[config.mk]
export PLATFORM = sky130hd
export DESIGN_NAME = bin2bcd_seq_flat
export DESIGN_NICKNAME = d
export VERILOG_FILES = /design/src/rtl/bcd_pkg.sv /design/src/rtl/bin2bcd_seq_if.sv /design/src/rtl/bcd_digit_adj.sv /design/src/rtl/bin2bcd_seq.sv /design/src/flat_wrapper.sv
export SDC_FILE = /design/constraint.sdc
export NUM_CORES = 1
export LEC_CHECK = 0
export ABC_AREA = 1
export CORE_MARGIN = 2
export CORE_UTILIZATION = 59
export CTS_BUF_LIST = sky130_fd_sc_hd__clkbuf_16
export CTS_CLUSTER_SIZE = 10
export DETAILED_ROUTE_END_ITERATION = 8
export PLACE_DENSITY = 0.94
export SKIP_CTS_REPAIR_TIMING = 1
export SYNTH_ARGS = -nofsm -noshare
export SYNTH_HDL_FRONTEND = slang
export SYNTH_HIERARCHICAL = 1
export SYNTH_SLANG_ARGS = --single-unit
export TNS_END_PERCENT = 50
[constraint.sdc]
create_clock -name clk -period 3.8 [get_ports clk]
set_clock_uncertainty 0.05 [all_clocks]
set_input_delay 0.38 -clock clk [delete_from_list [all_inputs] [get_ports clk]]
set_output_delay 0.38 -clock clk [all_outputs]
set_load 0.02 [all_outputs]
[src/rtl/bcd_pkg.sv]
// Shared definitions for the sequential binary-to-BCD converter and its consumers.
// Holds the FSM encoding, the dabble threshold and the digit-count helper.
package bcd_pkg;

    typedef enum logic [1:0] {
        ST_IDLE  = 2'd0,
        ST_SHIFT = 2'd1,
        ST_DONE  = 2'd2
    } state_e;

    localparam logic [3:0] BCD_ADJ_THRESH = 4'd5;

    // Decimal digits needed for the largest WIDTH-bit value, i.e. ceil(width*log10(2)).
    function automatic int bcd_digits_for(input int width);
        longint unsigned v;
        int              n;
        v = (64'd1 << width) - 64'd1;
        n = 1;
        v = v / 64'd10;
        while (v != 64'd0) begin
            n++;
            v = v / 64'd10;
        end
        return n;
    endfunction

endpackage

[src/rtl/bin2bcd_seq_if.sv]
// Start/busy/done conversion bus between a requester and bin2bcd_seq.
// Handshake: start is taken on an edge where the converter is in IDLE or DONE; done pulses one cycle with bcd valid and held.
interface bin2bcd_seq_if #(
    parameter int WIDTH  = 8,
    parameter int DIGITS = 3
);
    import bcd_pkg::*;

    logic                  start;
    logic [WIDTH-1:0]      binary;
    logic                  busy;
    logic                  done;
    logic [4*DIGITS-1:0]   bcd;
    state_e                state;

    modport master (
        output start, binary,
        input  busy, done, bcd, state
    );

    modport slave (
        input  start, binary,
        output busy, done, bcd, state
    );

endinterface

[src/rtl/bcd_digit_adj.sv]
// Double-dabble cell: add 3 to a BCD digit that is 5 or more, wrapping within 4 bits.
module bcd_digit_adj
    import bcd_pkg::*;
(
    input  logic [3:0] din,
    output logic [3:0] dout
);

    assign dout = (din >= BCD_ADJ_THRESH) ? (din + 4'd3) : din;

endmodule

[src/rtl/bin2bcd_seq.sv]
// Iterative double-dabble converter: one input bit per clock, result registered and held until the next done.
module bin2bcd_seq
    import bcd_pkg::*;
#(
    parameter int WIDTH  = 8,
    parameter int DIGITS = 3
) (
    input  logic          clk,
    input  logic          rst_n,
    bin2bcd_seq_if.slave  bus
);

    localparam int CNT_W = (WIDTH > 1) ? $clog2(WIDTH) : 1;
    localparam int BCD_W = 4 * DIGITS;
    localparam logic [CNT_W-1:0] CNT_INIT = CNT_W'(WIDTH - 1);

    if (WIDTH < 1 || WIDTH > 32) begin : g_bad_width
        $error("bin2bcd_seq: WIDTH must be in 1..32");
    end
    if (DIGITS < bcd_digits_for(WIDTH)) begin : g_bad_digits
        $error("bin2bcd_seq: DIGITS too small for WIDTH");
    end

    state_e               state_q, state_d;
    logic [WIDTH-1:0]     shift_q, shift_d;
    logic [BCD_W-1:0]     dig_q, dig_d;
    logic [CNT_W-1:0]     cnt_q, cnt_d;
    logic [BCD_W-1:0]     bcd_q, bcd_d;
    logic                 busy_q, busy_d;
    logic                 done_q, done_d;

    logic [BCD_W-1:0]       dig_adj;
    logic [BCD_W+WIDTH-1:0] cat_sh;

    for (genvar i = 0; i < DIGITS; i++) begin : g_adj
        bcd_digit_adj u_adj (
            .din  (dig_q[4*i +: 4]),
            .dout (dig_adj[4*i +: 4])
        );
    end

    // The MSB of the shift register falls into digit 0 bit 0; the top digit's carry-out is dropped.
    assign cat_sh = {dig_adj, shift_q} << 1;

    always_comb begin
        state_d = state_q;
        shift_d = shift_q;
        dig_d   = dig_q;
        cnt_d   = cnt_q;
        bcd_d   = bcd_q;
        case (state_q)
            ST_IDLE, ST_DONE: begin
                if (bus.start) begin
                    shift_d = bus.binary;
                    dig_d   = '0;
                    cnt_d   = CNT_INIT;
                    state_d = ST_SHIFT;
                end else begin
                    state_d = ST_IDLE;
                end
            end
            ST_SHIFT: begin
                dig_d   = cat_sh[BCD_W+WIDTH-1:WIDTH];
                shift_d = cat_sh[WIDTH-1:0];
                cnt_d   = cnt_q - CNT_W'(1);
                if (cnt_q == '0) begin
                    bcd_d   = cat_sh[BCD_W+WIDTH-1:WIDTH];
                    state_d = ST_DONE;
                end
            end
            default: state_d = ST_IDLE;
        endcase
        busy_d = (state_d == ST_SHIFT);
        done_d = (state_d == ST_DONE);
    end

    always_ff @(posedge clk or negedge rst_n) begin
        if (!rst_n) begin
            state_q <= ST_IDLE;
            shift_q <= '0;
            dig_q   <= '0;
            cnt_q   <= '0;
            bcd_q   <= '0;
            busy_q  <= 1'b0;
            done_q  <= 1'b0;
        end else begin
            state_q <= state_d;
            shift_q <= shift_d;
            dig_q   <= dig_d;
            cnt_q   <= cnt_d;
            bcd_q   <= bcd_d;
            busy_q  <= busy_d;
            done_q  <= done_d;
        end
    end

    assign bus.busy  = busy_q;
    assign bus.done  = done_q;
    assign bus.bcd   = bcd_q;
    assign bus.state = state_q;

endmodule

[src/flat_wrapper.sv]
// flat-port wrapper written by rule: the top's interface ports become plain ports
module bin2bcd_seq_flat import bcd_pkg::*;
#(
    parameter int WIDTH  = 8,
    parameter int DIGITS = 3
)
  (clk, rst_n, bus_start, bus_binary, bus_busy, bus_done, bus_bcd, bus_state);
  bin2bcd_seq_if #(.WIDTH(WIDTH), .DIGITS(DIGITS)) bus_i ();
  input  logic clk;
  input  logic rst_n;
  input wire logic [$bits(bus_i.start)-1:0] bus_start;
  input wire logic [$bits(bus_i.binary)-1:0] bus_binary;
  output wire logic [$bits(bus_i.busy)-1:0] bus_busy;
  output wire logic [$bits(bus_i.done)-1:0] bus_done;
  output wire logic [$bits(bus_i.bcd)-1:0] bus_bcd;
  output wire logic [$bits(bus_i.state)-1:0] bus_state;
  assign bus_i.start = bus_start;
  assign bus_i.binary = bus_binary;
  assign bus_busy = bus_i.busy;
  assign bus_done = bus_i.done;
  assign bus_bcd = bus_i.bcd;
  assign bus_state = bus_i.state;
  bin2bcd_seq #(.WIDTH(WIDTH), .DIGITS(DIGITS)) u_core (.clk(clk), .rst_n(rst_n), .bus(bus_i));
endmodule
# [Word-level counts from Yosys, hierarchy flattened]
# Cells that the tools add are included.
# Widths: inputs -> output; s select.
[word_totals] reg_bits=39 inputBits=11 output_inout_bits=16 wordCells=37
[classes] add_sub_neg=4 magnitude_cmp=3 n_eq_ne=5 mux=12 reduce_logical=6
[ops] operator="$pmux 12 s2" n=1
[ops] operator="$pmux 8 s2" n=1
[ops] operator="$ge 4x3->1 const B" n=3
[ops] operator="$mux 12" n=1
[ops] operator="$add 4x2->4 const B" n=2
[ops] operator="$mux 4" n=2
[ops] operator="$mux 8" n=1
[ops] operator="$mux 3" n=2
[ops] operator="$pmux 3 s2" n=1
[ops] operator="$eq 2x1->1 const B" n=2
[ops] operator="$eq 2x2->1 const B" n=2
[ops] operator="$pmux 2 s2" n=1
[ops] operator="$reduce_and 2->1" n=2
[ops] operator="$add 3x2->3 const B" n=1
[ops] operator="$logic_not 3->1" n=1
[ops] operator="$sub 3x1->3 const B" n=1
[ops] operator="$logic_not 2->1" n=1
[ops] operator="$mux 2" n=1
[ops] operator="$ne 2x2->1 const B" n=1
[ops] operator="$reduce_bool 2->1" n=1
[ops] operator="$reduce_or 2->1" n=1
[ops] operator="$mux 1" n=1

# [Depth between registers and ports, before layout]
# Gate-level depths: netlist (run 1).
[logic_depth] word_depth=4 ltp_mapped=9 ltp_nobuf=9

# [Hierarchy]
# The synthesis (run 1) kept the hierarchy.
[modules_own_cells] module="bin2bcd_seq" instances=1 cells_each=199 area_each_um2=1741.7 seq_area_each_um2=975.9
[modules_own_cells] module="bcd_digit_adj" instances=3 cells_each=23 area_each_um2=135.1 seq_area_each_um2=0.0

# [Worst setup path before layout (run 1)]
# OpenSTA, ideal clock, no wires.
[synth_path] path_kind="reg-to-reg" startpoint="register u_core.state_q[1], in the netlist u_core/bus.state[1]" endpoint="register u_core.dig_q[10]" setup_ns=0.116 arrival_ns=1.179 required_ns=3.634 path_slack_ns=2.455 path_stages_with_launch=9 path_buffers=2 period_less_slack_ns=1.345 path_cell_list="dfrtp_1 -> inv_2 -> nand2_4 -> buf_12 -> nand2_4 -> inv_4 -> buf_12 -> nand2_2 -> nand2_1"
[synth_via] elab_chain_cells=4 word_cells_on_any_way=8 classes_between="eq/ne: 3; mux: 1; reduce/logical: 4"
[synth_rtl] item="start: declaration" line="bin2bcd_seq.sv:24" rtl="state_e state_q, state_d;"
[synth_rtl] item="start signal: assignment" line="bin2bcd_seq.sv:87" rtl="state_q <= state_d;"
[synth_rtl] item="$eq 2x2->1 / $logic_not 2->1 (equally long branches)" line="bin2bcd_seq.sv:51" rtl="case (state_q)"
[synth_rtl] item="$reduce_or 2->1" line="bin2bcd_seq.sv:51"
[synth_rtl] item="$ne 2x2->1 (no line) / $reduce_bool 2->1 (equally long branches)"
[synth_rtl] item="$reduce_and 2->1 (no line)"
[synth_rtl] item="end signal: assignment" line="bin2bcd_seq.sv:89" rtl="dig_q <= dig_d;"
[synth_rtl] item="end: declaration" line="bin2bcd_seq.sv:26" rtl="logic [BCD_W-1:0] dig_q, dig_d;"
# Several ways; a longest one is shown, not always the timed one.
# A chain may end at the register's enable or synchronous reset.

# [Worst setup path after layout (run 1)]
[layout_path] startpoint="register u_core.state_q[0], in the netlist u_core/bus.state[0]" endpoint="output port bus_state[0]"
[layout_lines] item="end: declaration" line="flat_wrapper.sv:16" rtl="output wire logic [$bits(bus_i.state)-1:0] bus_state;"
# No word-level cell between the ends.

==> results of run 1 <==
-- flip-flops by register name, summed over array words and instances (netlist names) --
register	count
u_core/shift_q	8
u_core/bus.done	1
u_core/dig_q	12
u_core/bus.busy	1
u_core/bus.state	2
u_core/bus.bcd	12
u_core/cnt_q	3
-- power groups by stage --
stage	sequential (µW)	clock [µW]	combinational (µW)
after floorplan	810	0	876
after global placement	753	0	1120
after detailed placement	759	0	1170
after CTS	759	379	1200
after global routing	783	405	1330
final	762	373	1200
-- cell type report --
cell class              count  area share, %
clock buffers               5           5.07
flip-flops and latches     39           39.6
clock inverters             1          0.152
repair buffers             26           10.3
well taps                  46           2.33
inverters                  34           5.27
multi-input cells         182           37.3
-- through the flow --
stage	hold slack (ps)	cells	util, %	area [µm²]	power [µW]
3_3_place_gp	407	327	69.0	2340	1870
5_1_grt	247	333	72.8	2470	2520
3_5_place_dp	410	327	69.0	2340	1920
4_1_cts	201	333	72.8	2470	2340
2_1_floorplan	34.4	263	-	2120	1690
6_report	153	333	72.8	2470	2340
-- worst max path at each step --
stage               depth (start not counted)  slack [ps]                end
floorplan                                   8        2450    u_core/dig_q[6]
global placement                            1        2150       bus_state[0]
detailed placement                          5        2100  u_core/bus.bcd[5]
CTS                                         1        1840       bus_state[0]
global route                                1        1780       bus_state[0]
finish                                      1        1830       bus_state[0]
-- metal layers --
layer  track usage [%]  wire, µm  part of all wire (%)
met1              28.4      1850                    42
met2              41.9      2190                    50
met3              6.16       164                   3.7
met4              14.7       175                   4.0
met5                 0         0                     0
==> impl_metrics.env, run 1 <==
export IMPL_status="completed"
export IMPL_cts_sinks=39
export IMPL_yosys_warnings=6
export IMPL_diodes=0
export IMPL_avgSynthCellArea_um2=8.06
export IMPL_reg2reg_slack_ps=2080
export IMPL_power_switching_uw=1050
export IMPL_synthCells=263
export IMPL_cts_buffer_depth=2
export IMPL_drive_above_1_share_pct=13.9
export IMPL_syn_to_final_growth_pct=16.3
export IMPL_antenna_found_initial=0
export IMPL_start_util_pct=62.6
export IMPL_clkTransAtPathRegs_ps=50
export IMPL_hpwl_um=2900
export IMPL_setup_violations=0
export IMPL_path_cells="clkdlybuf4s50_1"
export IMPL_critPathLaunch="u_core/bus.state[0]"
export IMPL_reg2reg_from="u_core/bus.state[0]"
export IMPL_io_pins=27
export IMPL_place_congestion=0.873
export IMPL_critPathTopFamily="buffers and inverters"
export IMPL_antenna_left=0
export IMPL_first_global_vias=1812
export IMPL_tns_ps=0
export IMPL_cts_tree="yes"
export IMPL_crit_fanout=11
export IMPL_fmax_mhz=507
export IMPL_p_clk_share_pct=16.0
export IMPL_critPathKind="reg -> out"
export IMPL_min_period_ps=1970
export IMPL_p_int_uw=1280
export IMPL_p_seq_share_pct=32.6
export IMPL_layout_nets=307
export IMPL_dr_pass1_iters=4
export IMPL_leakage_uw=0.00131
export IMPL_seqCellArea_um2=976
export IMPL_portBuffers=26
export IMPL_rsz0062_at_grt="no"
export IMPL_hp_class="in -> async"
export IMPL_core_area_um2=3390
export IMPL_die_h_um=64.0
export IMPL_vias=1745
export IMPL_netlist_area_um2=2120
export IMPL_final_cell_mix="nand2_1, dfrtp_1, inv_1"
export IMPL_multi_input_comb_area_um2=920
export IMPL_track_usage_pct=24.8
export IMPL_start_kind="flip-flop"
export IMPL_grt_pass1_wl_um=7850
export IMPL_wl_um=4380
export IMPL_htreeDepth=2
export IMPL_clk_latency_ps=270
export IMPL_comb_power_share_pct=51.4
export IMPL_routed_via_density=5.24
export IMPL_grt_overflow=0
export IMPL_fill_cells=229
export IMPL_period_share_pct=51.9
export IMPL_grt_max_degree=40
export IMPL_tightest_slew_ps=827
export IMPL_numCtsBuffers=5
export IMPL_power_density_nw_per_um2=947
export IMPL_cts_root_buf="clkbuf_16"
export IMPL_r2r_end="u_core/bus.bcd[6]"
export IMPL_drc=0
export IMPL_slowest_delay_ps=690
export IMPL_max_cap_violations=0
export IMPL_drt_iter0_drc=116
export IMPL_setup_slack_ps=1830
export IMPL_row_count=21
export IMPL_final_common_cell="nand2_1"
export IMPL_arrival_ps=1540
export IMPL_dieArea_um2=4090
export IMPL_wl_per_cell_um=13.2
export IMPL_crit_slowest_cell="clkdlybuf4s50_1"
export IMPL_drv_slew=0
export IMPL_relSlewSlack_pct=44.9
export IMPL_fp_dieW_um=64.0
export IMPL_path_buf_inv=1
export IMPL_cp_end_kind="output pin"
export IMPL_cp_required_ps=3370
export IMPL_hold_viol=0
export IMPL_pre_cts_ws_ps=2100
export IMPL_reg2reg_depth=5
export IMPL_peakVddDrop_mv=0.422
export IMPL_synth_nets=282
export IMPL_swShare_pct=45.1
No activity file was read; power rests on OpenSTA's default activity.
==> inputs of run 2 (changes only) <==
- CORE_UTILIZATION: 59 -> 55
- PLACE_DENSITY: 0.94 -> 0.89
- clock period: 3.8 -> 2 ns (I/O delays scaled with it)
==> run 2 against run 1 <==
  * Setup slack lost 1600 ps
  * Die area grew 6.8%
  * First-iteration DRC count grew 10%
  * Utilization shrank 4.7 points
  * Final cell count grew 2.4%
  * Final area grew 1.7%
  * Sequential power grew 89%
  * Routed wire length shrank 3.1%
  * Sequential cell count is the same
  * Combinational power grew 88%
  * Sequential share of layout area shrank 0.67 points
==> impl_metrics.env, run 2 (same netlist as run 1, synthesis figures left out) <==
export IMPL_first_global_vias=1626
export IMPL_drive_above_1_share_pct=14.7
export IMPL_cts_sinks=39
export IMPL_slowest_delay_ps=700
export IMPL_tightest_slew_ps=454
export IMPL_hpwl_um=2940
export IMPL_vias=1722
export IMPL_drt_iter0_drc=128
export IMPL_period_share_pct=90.6
export IMPL_portBuffers=26
export IMPL_drc=0
export IMPL_placedCellCount=332
export IMPL_p_int_uw=2460
export IMPL_grt_max_degree=22
export IMPL_hold_viol=0
export IMPL_diodes=0
export IMPL_critPathTopFamily="buffers and inverters"
export IMPL_grt_overflow=0
export IMPL_max_cap_violations=0
export IMPL_comb_power_share_pct=50.9
export IMPL_path_buf_inv=1
export IMPL_reg2reg_slack_ps=460
export IMPL_relSlewSlack_pct=69.7
export IMPL_drv_slew=0
export IMPL_numCtsBuffers=5
export IMPL_track_usage_pct=22.0
export IMPL_arrival_ps=1560
export IMPL_swShare_pct=44.5
export IMPL_pre_cts_ws_ps=510
export IMPL_final_common_cell="nand2_1"
export IMPL_tns_ps=0
export IMPL_dr_pass1_iters=4
export IMPL_grt_pass1_wl_um=7270
export IMPL_row_count=22
export IMPL_p_seq_share_pct=32.4
export IMPL_p_total_uw=4440
export IMPL_dieArea_um2=4370
export IMPL_layout_nets=311
export IMPL_power_density_nw_per_um2=1770
export IMPL_peakVddDrop_mv=1.10
export IMPL_p_clk_share_pct=16.7
export IMPL_hp_class="in -> async"
export IMPL_die_h_um=66.1
export IMPL_status="completed"
export IMPL_finalCoreUtilization_pct=68.0
export IMPL_core_area_um2=3690
export IMPL_fill_cells=302
export IMPL_start_util_pct=57.5
export IMPL_final_cell_mix="nand2_1, dfrtp_1, inv_1"
export IMPL_wl_um=4250
export IMPL_cts_root_buf="clkbuf_16"
export IMPL_leakage_uw=0.00133
export IMPL_htreeDepth=2
export IMPL_antenna_left=0
export IMPL_fp_dieW_um=66.1
export IMPL_syn_to_final_growth_pct=18.3
export IMPL_clk_latency_ps=280
export IMPL_critPathKind="reg -> out"
export IMPL_path_cells="clkdlybuf4s50_1"
export IMPL_antenna_found_initial=0
export IMPL_r2r_end="u_core/shift_q[6]"
export IMPL_instances_no_fill=341
export IMPL_crit_slowest_cell="clkdlybuf4s50_1"
export IMPL_setup_slack_ps=187
export IMPL_io_pins=27
export IMPL_cp_end_kind="output pin"
export IMPL_wl_per_cell_um=12.4
export IMPL_min_period_ps=1810
export IMPL_routed_via_density=5.05
export IMPL_fmax_mhz=552
export IMPL_reg2reg_depth=6
export IMPL_cts_tree="yes"
export IMPL_reg2reg_from="u_core/bus.state[0]"
export IMPL_start_kind="flip-flop"
export IMPL_cp_required_ps=1750
export IMPL_setup_violations=0
export IMPL_clkTransAtPathRegs_ps=50
export IMPL_rsz0062_at_grt="no"
export IMPL_place_congestion=0.853
export IMPL_crit_fanout=11
export IMPL_cts_buffer_depth=2
export IMPL_power_switching_uw=1980
[run 2: changes by cell type in the layout (fill, tap and decap cells not counted)]
cell and delta:
buf_4 +3, clkinv_1 +2, dlygate4sd3_1 +1
[run 2: how the worst max path moves through the flow]
stage	startpoint	endpoint	slack (ps)	cells after the start
finish	u_core/bus.state[0]	bus_state[0]	190	1
global route	u_core/bus.state[0]	bus_state[0]	140	1
CTS	u_core/bus.state[0]	bus_state[0]	190	1
detailed placement	u_core/cnt_q[0]	u_core/bus.bcd[4]	510	7
global placement	u_core/bus.state[0]	bus_state[0]	530	1
floorplan	u_core/bus.state[1]	u_core/dig_q[6]	650	8
[run 2: metrics by stage]
stage	instance area, µm²	hold WS (ps)
after detailed placement	2360	52.9
after global placement	2360	49.9
after global routing	2510	303
after CTS	2500	-244
after floorplan	2120	-146
final	2510	284
[run 2: final cells by class]
cell class              instances  area, µm²  area share, %
inverters                      34        130           5.18
flip-flops and latches         39        976           38.9
multi-input cells             182        920           36.6
clock inverters                 3       11.3          0.449
clock buffers                   5        125           4.99
repair buffers                 30        288           11.5
well taps                      48       60.1           2.39
[run 2: metal layers]
layer	share of wire [%]	vias up	wire length [µm]	track usage (%)
met5	0	-	0	0
met4	1.2	0	51	6.63
met3	4.5	4	191	5.28
met2	50	42	2120	37.0
met1	44	822	1880	28.0
li1	-	854	-	-
[run 2: power groups by stage]
stage / logic [µW] / clock network [µW] / registers [µW]
4_1_cts: 2260 / 752 / 1440
6_report: 2260 / 741 / 1440
3_5_place_dp: 2240 / 0 / 1440
2_1_floorplan: 1660 / 0 / 1540
5_1_grt: 2530 / 799 / 1490
3_3_place_gp: 2150 / 0 / 1430
==> inputs of run 3 (changes only) <==
- CORE_UTILIZATION: 55 -> 59
- PLACE_DENSITY: 0.89 -> 0.94
- REMOVE_ABC_BUFFERS: unset -> 1
- clock period: 2 -> 2.25 ns (I/O delays scaled with it)
==> run 3 against run 2 <==
  * The flow now finishes with violations (negative hold slack)
  * Non-clock buffer count shrank 4
  * Setup slack gained 240 ps
  * Register-to-register slack is essentially flat
  * Critical path type unchanged
  * Highest routed layer unchanged
==> impl_metrics.env, run 3 (same netlist as run 1, synthesis figures left out) <==
export IMPL_drv_slew=0
export IMPL_cp_required_ps=1980
export IMPL_wl_um=4190
export IMPL_first_global_vias=1765
export IMPL_fin_hold_ws_ps=-8.96
export IMPL_start_util_pct=62.6
export IMPL_cts_buffer_depth=2
export IMPL_hold_viol=12
export IMPL_drt_iter0_drc=84
export IMPL_multi_input_comb_area_um2=920
export IMPL_wl_per_cell_um=12.5
export IMPL_violations="negative hold slack"
export IMPL_setup_violations=0
export IMPL_cts_sinks=39
export IMPL_layout_nets=307
export IMPL_crit_slowest_cell="clkdlybuf4s50_1"
export IMPL_fmax_mhz=548
export IMPL_min_period_ps=1820
export IMPL_crit_fanout=11
export IMPL_leakage_uw=0.00133
export IMPL_cts_root_buf="clkbuf_16"
export IMPL_syn_to_final_growth_pct=18.2
export IMPL_portBuffers=26
export IMPL_io_pins=27
export IMPL_clkTransAtPathRegs_ps=60
export IMPL_drc=0
export IMPL_vias=1716
export IMPL_power_density_nw_per_um2=1630
export IMPL_tightest_slew_ps=826
export IMPL_path_cells="clkdlybuf4s50_1"
export IMPL_place_congestion=0.813
export IMPL_clk_latency_ps=280
export IMPL_critPathTopFamily="buffers and inverters"
export IMPL_drive_above_1_share_pct=14.9
export IMPL_slowest_delay_ps=690
export IMPL_max_cap_violations=0
export IMPL_routed_via_density=5.12
export IMPL_critPathKind="reg -> out"
export IMPL_rsz0062_at_grt="no"
export IMPL_hp_class="in -> async"
export IMPL_grt_overflow=0
export IMPL_cts_tree="yes"
export IMPL_row_count=21
export IMPL_dr_pass1_iters=4
export IMPL_antenna_found_initial=0
export IMPL_hpwl_um=2880
export IMPL_arrival_ps=1550
export IMPL_htreeDepth=2
export IMPL_fill_cells=238
export IMPL_final_common_cell="nand2_1"
export IMPL_numCtsBuffers=5
export IMPL_finalCoreUtilization_pct=74.0
export IMPL_antenna_left=0
export IMPL_track_usage_pct=24.1
export IMPL_fp_dieW_um=64.0
export IMPL_cp_end_kind="output pin"
export IMPL_status="complete, but fails checks"
export IMPL_period_share_pct=81.1
export IMPL_die_h_um=64.0
export IMPL_dieArea_um2=4090
export IMPL_relSlewSlack_pct=44.9
export IMPL_reg2reg_from="u_core/bus.state[0]"
export IMPL_critPathLaunch="u_core/bus.state[0]"
export IMPL_diodes=0
export IMPL_final_cell_mix="nand2_1, dfrtp_1, inv_1"
export IMPL_core_area_um2=3390
export IMPL_peakVddDrop_mv=0.860
export IMPL_seqCellArea_um2=976
export IMPL_tns_ps=0
export IMPL_path_buf_inv=1
export IMPL_start_kind="flip-flop"
export IMPL_grt_pass1_wl_um=7600
export IMPL_grt_max_degree=40
[run 3: per-stage QoR]
step                      setup WS [ps]  area [µm²]  hold WS, ps  std cells  power, µW
final                               425        2510        -8.96        335       4080
after global routing                310        2510         63.7        335       4410
after CTS                           429        2510         25.5        335       4090
after detailed placement            533        2340          327        327       3260
after global placement              664        2340          324        327       3160
after floorplan                     756        2030         -121        255       2660
[run 3: cell type report]
class / count / share of cell area (%)
inverters: 34 / 5.19
repair buffers: 26 / 10.2
clock buffers: 5 / 4.99
well taps: 46 / 2.30
clock inverters: 3 / 1.75
multi-input cells: 182 / 36.7
flip-flops and latches: 39 / 38.9
[run 3: path summary, 6_finish.rpt]
check | to | slack, ps | depth (start not counted)
max | bus_state[0] | 430 | 1
min | u_core/bus.bcd[11] | -9 | 1
max reg2reg | u_core/bus.bcd[2] | 450 | 5
min reg2reg | u_core/bus.bcd[11] | 430 | 2
max in group asynchronous | u_core/dig_q[4] | 1630 | 1
min in group clk | u_core/bus.bcd[11] | 430 | 2
[run 3: routing by layer]
| layer | GRT usage (%) | up-vias | part of all wire [%] |
|---|---|---|---|
| met1 | 27.8 | 804 | 41 |
| met2 | 41.4 | 55 | 52 |
| li1 | - | 847 | - |
| met4 | 9.78 | 0 | 1.9 |
| met3 | 7.22 | 10 | 5.7 |
| met5 | 0 | - | 0 |
[run 3: power by group]
group	internal, µW	switching, µW
clock	522	272
combinational	750	1260
sequential	1030	255
==> variant 1, RTL diff (settings of run 3) <==
`WIDTH` is set to 8 in 3 places; all go to 4.
--- a/src/rtl/bin2bcd_seq_if.sv
+++ b/src/rtl/bin2bcd_seq_if.sv
@@ -1,7 +1,7 @@
 // Start/busy/done conversion bus between a requester and bin2bcd_seq.
 // Handshake: start is taken on an edge where the converter is in IDLE or DONE; done pulses one cycle with bcd valid and held.
 interface bin2bcd_seq_if #(
-    parameter int WIDTH  = 8,
+    parameter int WIDTH  = 4,
     parameter int DIGITS = 3
 );
     import bcd_pkg::*;
--- a/src/rtl/bin2bcd_seq.sv
+++ b/src/rtl/bin2bcd_seq.sv
@@ -2,7 +2,7 @@
 module bin2bcd_seq
     import bcd_pkg::*;
 #(
-    parameter int WIDTH  = 8,
+    parameter int WIDTH  = 4,
     parameter int DIGITS = 3
 ) (
     input  logic          clk,
--- a/src/flat_wrapper.sv
+++ b/src/flat_wrapper.sv
@@ -1,7 +1,7 @@
 // flat-port wrapper written by rule: the top's interface ports become plain ports
 module bin2bcd_seq_flat import bcd_pkg::*;
 #(
-    parameter int WIDTH  = 8,
+    parameter int WIDTH  = 4,
     parameter int DIGITS = 3
 )
   (clk, rst_n, bus_start, bus_binary, bus_busy, bus_done, bus_bcd, bus_state);
Ports: changed (resized bus_binary); port bits go from 27 to 23. No check against the original RTL was run, so the function may have changed too.
==> variant 1 against run 3 <==
  * Largest power group unchanged
  * Worst setup slack improved by 0.17 ns
  * Total power is 15% lower
  * Cell area is 14% lower
  * Highest routed layer unchanged
  * The run ends with DRC left
  * Sequential cell count shrank 5
  * Sequential share of layout area increased by 0.64 points
  * Synthesized area down 17%
  * Wire length fell by 19%
==> variant 1: results (changes against run 3) <==
| Metric | Value |
|---|---|
| Root Buffer | `clkbuf_16` |
| Met2 Use GR | `39.8% (-1.6 points)` |
| Peak supply drop | `0.993 mV (+15%)` |
| Sum of negative setup slack | `0 ns (unchanged)` |
| Share of layout cells above drive strength 1 | `16.0% (+1.2 points)` |
| Reg2Reg Depth | `7 (+2)` |
| Met3 usage | `5.93% (-1.3 points)` |
| Rel. slew slack | `72.2% (+27 points)` |
| Max Root-Sink Buffers | `2 (unchanged)` |
| Initial antenna violation count | `0 (unchanged)` |
| Max Slew Vio Count | `0 (unchanged)` |
| First drt pass iteration count | `6 (+2)` |
| CTS Buf Count | `5 (unchanged)` |
| CP peak stage delay | `0.65 ns (-0.04 ns)` |
| Post-layout nets | `256 (-17%)` |
| Hold/Removal Path Class | `input pin to async pin` |
| WL final | `3.41 mm (-19%)` |
| H-Tree Depth | `2 (unchanged)` |
| Critical path arrival | `1.38 ns (-0.17 ns)` |
| Crit path max-delay family | `buffers and inverters` |
| DRC viols | `2 (+2)` |
| # port buffers | `22 (-15%)` |
| Largest net degree at the start of global routing | `35 (-13%)` |
| Filler Cells Inserted | `197 (-17%)` |
| Vias per cell | `5.08 (-0.82%)` |
| Global-route wire length before repair | `5.95 mm (-22%)` |
| Worst-Skew Late Latency | `0.28 ns (about the same)` |
| P_leak | `1.13 nW (-15%)` |
| CP Max Fanout | `6 (-5)` |
| Failing checks | `DRC` |
| Status | `complete, but fails checks` |
| Synth warn | `6 (unchanged)` |
| Clock transition at path regs | `approximately 0.050 ns` |
| Routability congestion estimate | `0.854 (+5.0%)` |
| Slowest stage cell, crit path | `clkdlybuf4s50_1` |
| Met1 usage | `28.5% (+0.69 points)` |
| Tot GR Track Use | `22.9% (-1.1 points)` |
| Antenna fix cells | `0 (unchanged)` |
| Post-DP HPWL | `2.32 mm (-19%)` |
| Vias in the first global route | `1393 (-21%)` |
| DRT iter0 DRCs | `58 (-31%)` |
[variant 1: final timing paths]
| path | start | end | slack (ns) |
|---|---|---|---|
| setup reg to reg | u_core/dig_q[0] | u_core/dig_q[1] | 0.77 |
| max in group asynchronous | rst_n | u_core/bus.bcd[5] | 1.55 |
| setup / recovery | u_core/bus.state[0] | bus_state[0] | 0.60 |
| hold reg to reg | u_core/dig_q[11] | u_core/dig_q[11] | 0.42 |
| hold / removal | rst_n | u_core/shift_q[1] | 0.30 |
| min in group clk | u_core/dig_q[11] | u_core/dig_q[11] | 0.42 |
[variant 1: final cells by class]
class / instances / area share, %
sequential: 34 / 39.6
multi-input combinational: 153 / 35.8
timing repair buffer: 23 / 10.6
clock buffer: 5 / 5.82
inverter: 25 / 4.60
clock inverter: 3 / 1.86
tap: 31 / 1.80
[variant 1: through the flow]
step	instances	setup WS [ns]	area (sq um)	utilization (%)
6_report	274	0.597	2150	76.7
5_1_grt	274	0.551	2150	76.7
4_1_cts	274	0.602	2150	76.7
3_5_place_dp	266	0.831	1990	70.8
3_3_place_gp	266	0.873	1990	70.8
2_1_floorplan	212	0.895	1720	-
[variant 1: power breakdown]
group	total [mW]	switching (mW)	internal, mW
clock	0.762	0.245	0.517
sequential	1.08	0.202	0.876
combinational	1.62	1.01	0.612
[variant 1: routing by layer]
layer	up-vias	share of wire, %	routed length (um)
met5	-	0	0
met4	0	1.1	38
met3	6	3.7	125
met2	24	51	1750
met1	650	44	1490
li1	712	-	-
==> variant 2, RTL diff (config.mk and constraints of run 3) <==
Made on the original files. Take the reset off `shift_q` and load it in a clocked block of its own.
--- a/src/rtl/bin2bcd_seq.sv
+++ b/src/rtl/bin2bcd_seq.sv
@@ -77,7 +77,6 @@
     always_ff @(posedge clk or negedge rst_n) begin
         if (!rst_n) begin
             state_q <= ST_IDLE;
-            shift_q <= '0;
             dig_q   <= '0;
             cnt_q   <= '0;
             bcd_q   <= '0;
@@ -85,13 +84,16 @@
             done_q  <= 1'b0;
         end else begin
             state_q <= state_d;
-            shift_q <= shift_d;
             dig_q   <= dig_d;
             cnt_q   <= cnt_d;
             bcd_q   <= bcd_d;
             busy_q  <= busy_d;
             done_q  <= done_d;
         end
+    end
+
+    always_ff @(posedge clk) begin
+        shift_q <= shift_d;
     end
 
     assign bus.busy  = busy_q;
Function: no difference found for any inputs over 10 cycles, from zero or initial values and one cycle with rst_n low; that may be too few to reach the edited logic, so the function may still have changed.
==> variant 2 against run 3 <==
  * Total power decreased by 0.74%
  * Highest routed layer unchanged
  * Non-clock buffer count increased by 5
  * Largest cell class unchanged
  * Register-to-register slack improved by 0.25 ns
  * Synthesized area decreased by 6.4%
  * Hold slack improved by 0.29 ns
  * Via count decreased by 4.5%
  * Worst setup slack improved by 0.23 ns
  * Wire length decreased by 4.8%
  * Cell area decreased by 2.2%
  * Sequential cell count unchanged
  * Sequential share of layout area increased by 2.5 points
  * Largest power group unchanged
==> variant 2: results (changes against run 3) <==
| Metric | Value |
|---|---|
| Status | `completed` |
| Post-Layout Cell Count | `314 (-6.3%)` |
| Synth Instances | `237 (-9.9%)` |
| CP peak stage delay | `0.63 ns (-0.06 ns)` |
| Post-DP HPWL | `2.57 mm (-11%)` |
| Filler Cells Inserted | `217 (-8.8%)` |
| Vias in the first global route | `1484 (-16%)` |
| Clock transition at path regs | `0.06 ns (about the same)` |
| Flop-to-flop setup slack | `0.70 ns (+0.25 ns)` |
| Reg2reg start | `u_core/bus.state[1]` |
| Synth warn | `6 (unchanged)` |
| Place WS | `0.735 ns (+0.201 ns)` |
| Slowest stage cell, crit path | `clkdlybuf4s50_1` |
| WL final | `3.99 mm (-4.8%)` |
| Share of layout cells above drive strength 1 | `12.7% (-2.2 points)` |
| First drt pass iteration count | `4 (unchanged)` |
| Reg2Reg Depth | `4 (-1)` |
| CP Max Fanout | `3 (-8)` |
| Routability congestion estimate | `0.769 (-5.4%)` |
| Rel. slew slack | `65.0% (+20 points)` |
| Post-layout nets | `286 (-6.8%)` |
| Vias per cell | `5.22 (+1.8%)` |
| DRT iter0 DRCs | `157 (+87%)` |
| Root Buffer | `clkbuf_16` |
| Peak supply drop | `0.664 mV (-23%)` |
| Largest net degree at the start of global routing | `32 (-20%)` |
| Critical path arrival | `1.32 ns (-0.23 ns)` |
| Tot GR Track Use | `23.1% (-0.99 points)` |
| Placed instance area | `2290 sq um (-2.2%)` |
| P_leak | `1.25 nW (-5.9%)` |
| Global-route wire length before repair | `6.43 mm (-15%)` |
| R2R Path End | `u_core/bus.bcd[11]` |
[variant 2: final cells by class]
class	instances	share of cell area [%]
Clock buffer	5	5.10
Clock inverter	3	1.58
Multi-Input combinational cell	169	34.2
Timing Repair Buffer	31	12.1
Tap cell	46	2.35
Sequential cell	39	41.4
Inverter	21	3.22
[variant 2: worst max path at each step]
stage	from	endpoint	slack, ns	cells past startpoint
finish	u_core/bus.state[1]	bus_state[1]	0.65	1
global route	u_core/bus.state[1]	u_core/bus.bcd[9]	0.57	4
CTS	u_core/bus.state[1]	bus_state[1]	0.65	1
detailed placement	bus_start	u_core/shift_q[4]	0.73	3
global placement	bus_start	u_core/shift_q[2]	0.73	3
floorplan	u_core/bus.state[1]	u_core/shift_q[0]	0.60	3
[variant 2: power by group]
part	switching (mW)	leakage (nW)	internal (mW)
Sequential	0.210	0.472	1.10
Clock	0.268	0.0839	0.517
Combinational	1.23	0.694	0.721
[variant 2: metal layers]
metal / GRT usage (%) / vias to the layer above / share of wire (%)
met5: 0 / - / 0
met2: 37.6 / 75 / 52
met1: 28.5 / 750 / 38
met4: 10.3 / 0 / 2.0
li1: - / 802 / -
met3: 6.42 / 11 / 7.4
[variant 2: through the flow]
step | util (%) | hold WS (ns)
5_1_grt | 74.6 | 0.312
2_1_floorplan | - | -0.121
3_3_place_gp | 69.6 | 0.403
6_report | 74.6 | 0.281
3_5_place_dp | 69.6 | 0.412
4_1_cts | 74.6 | 0.293
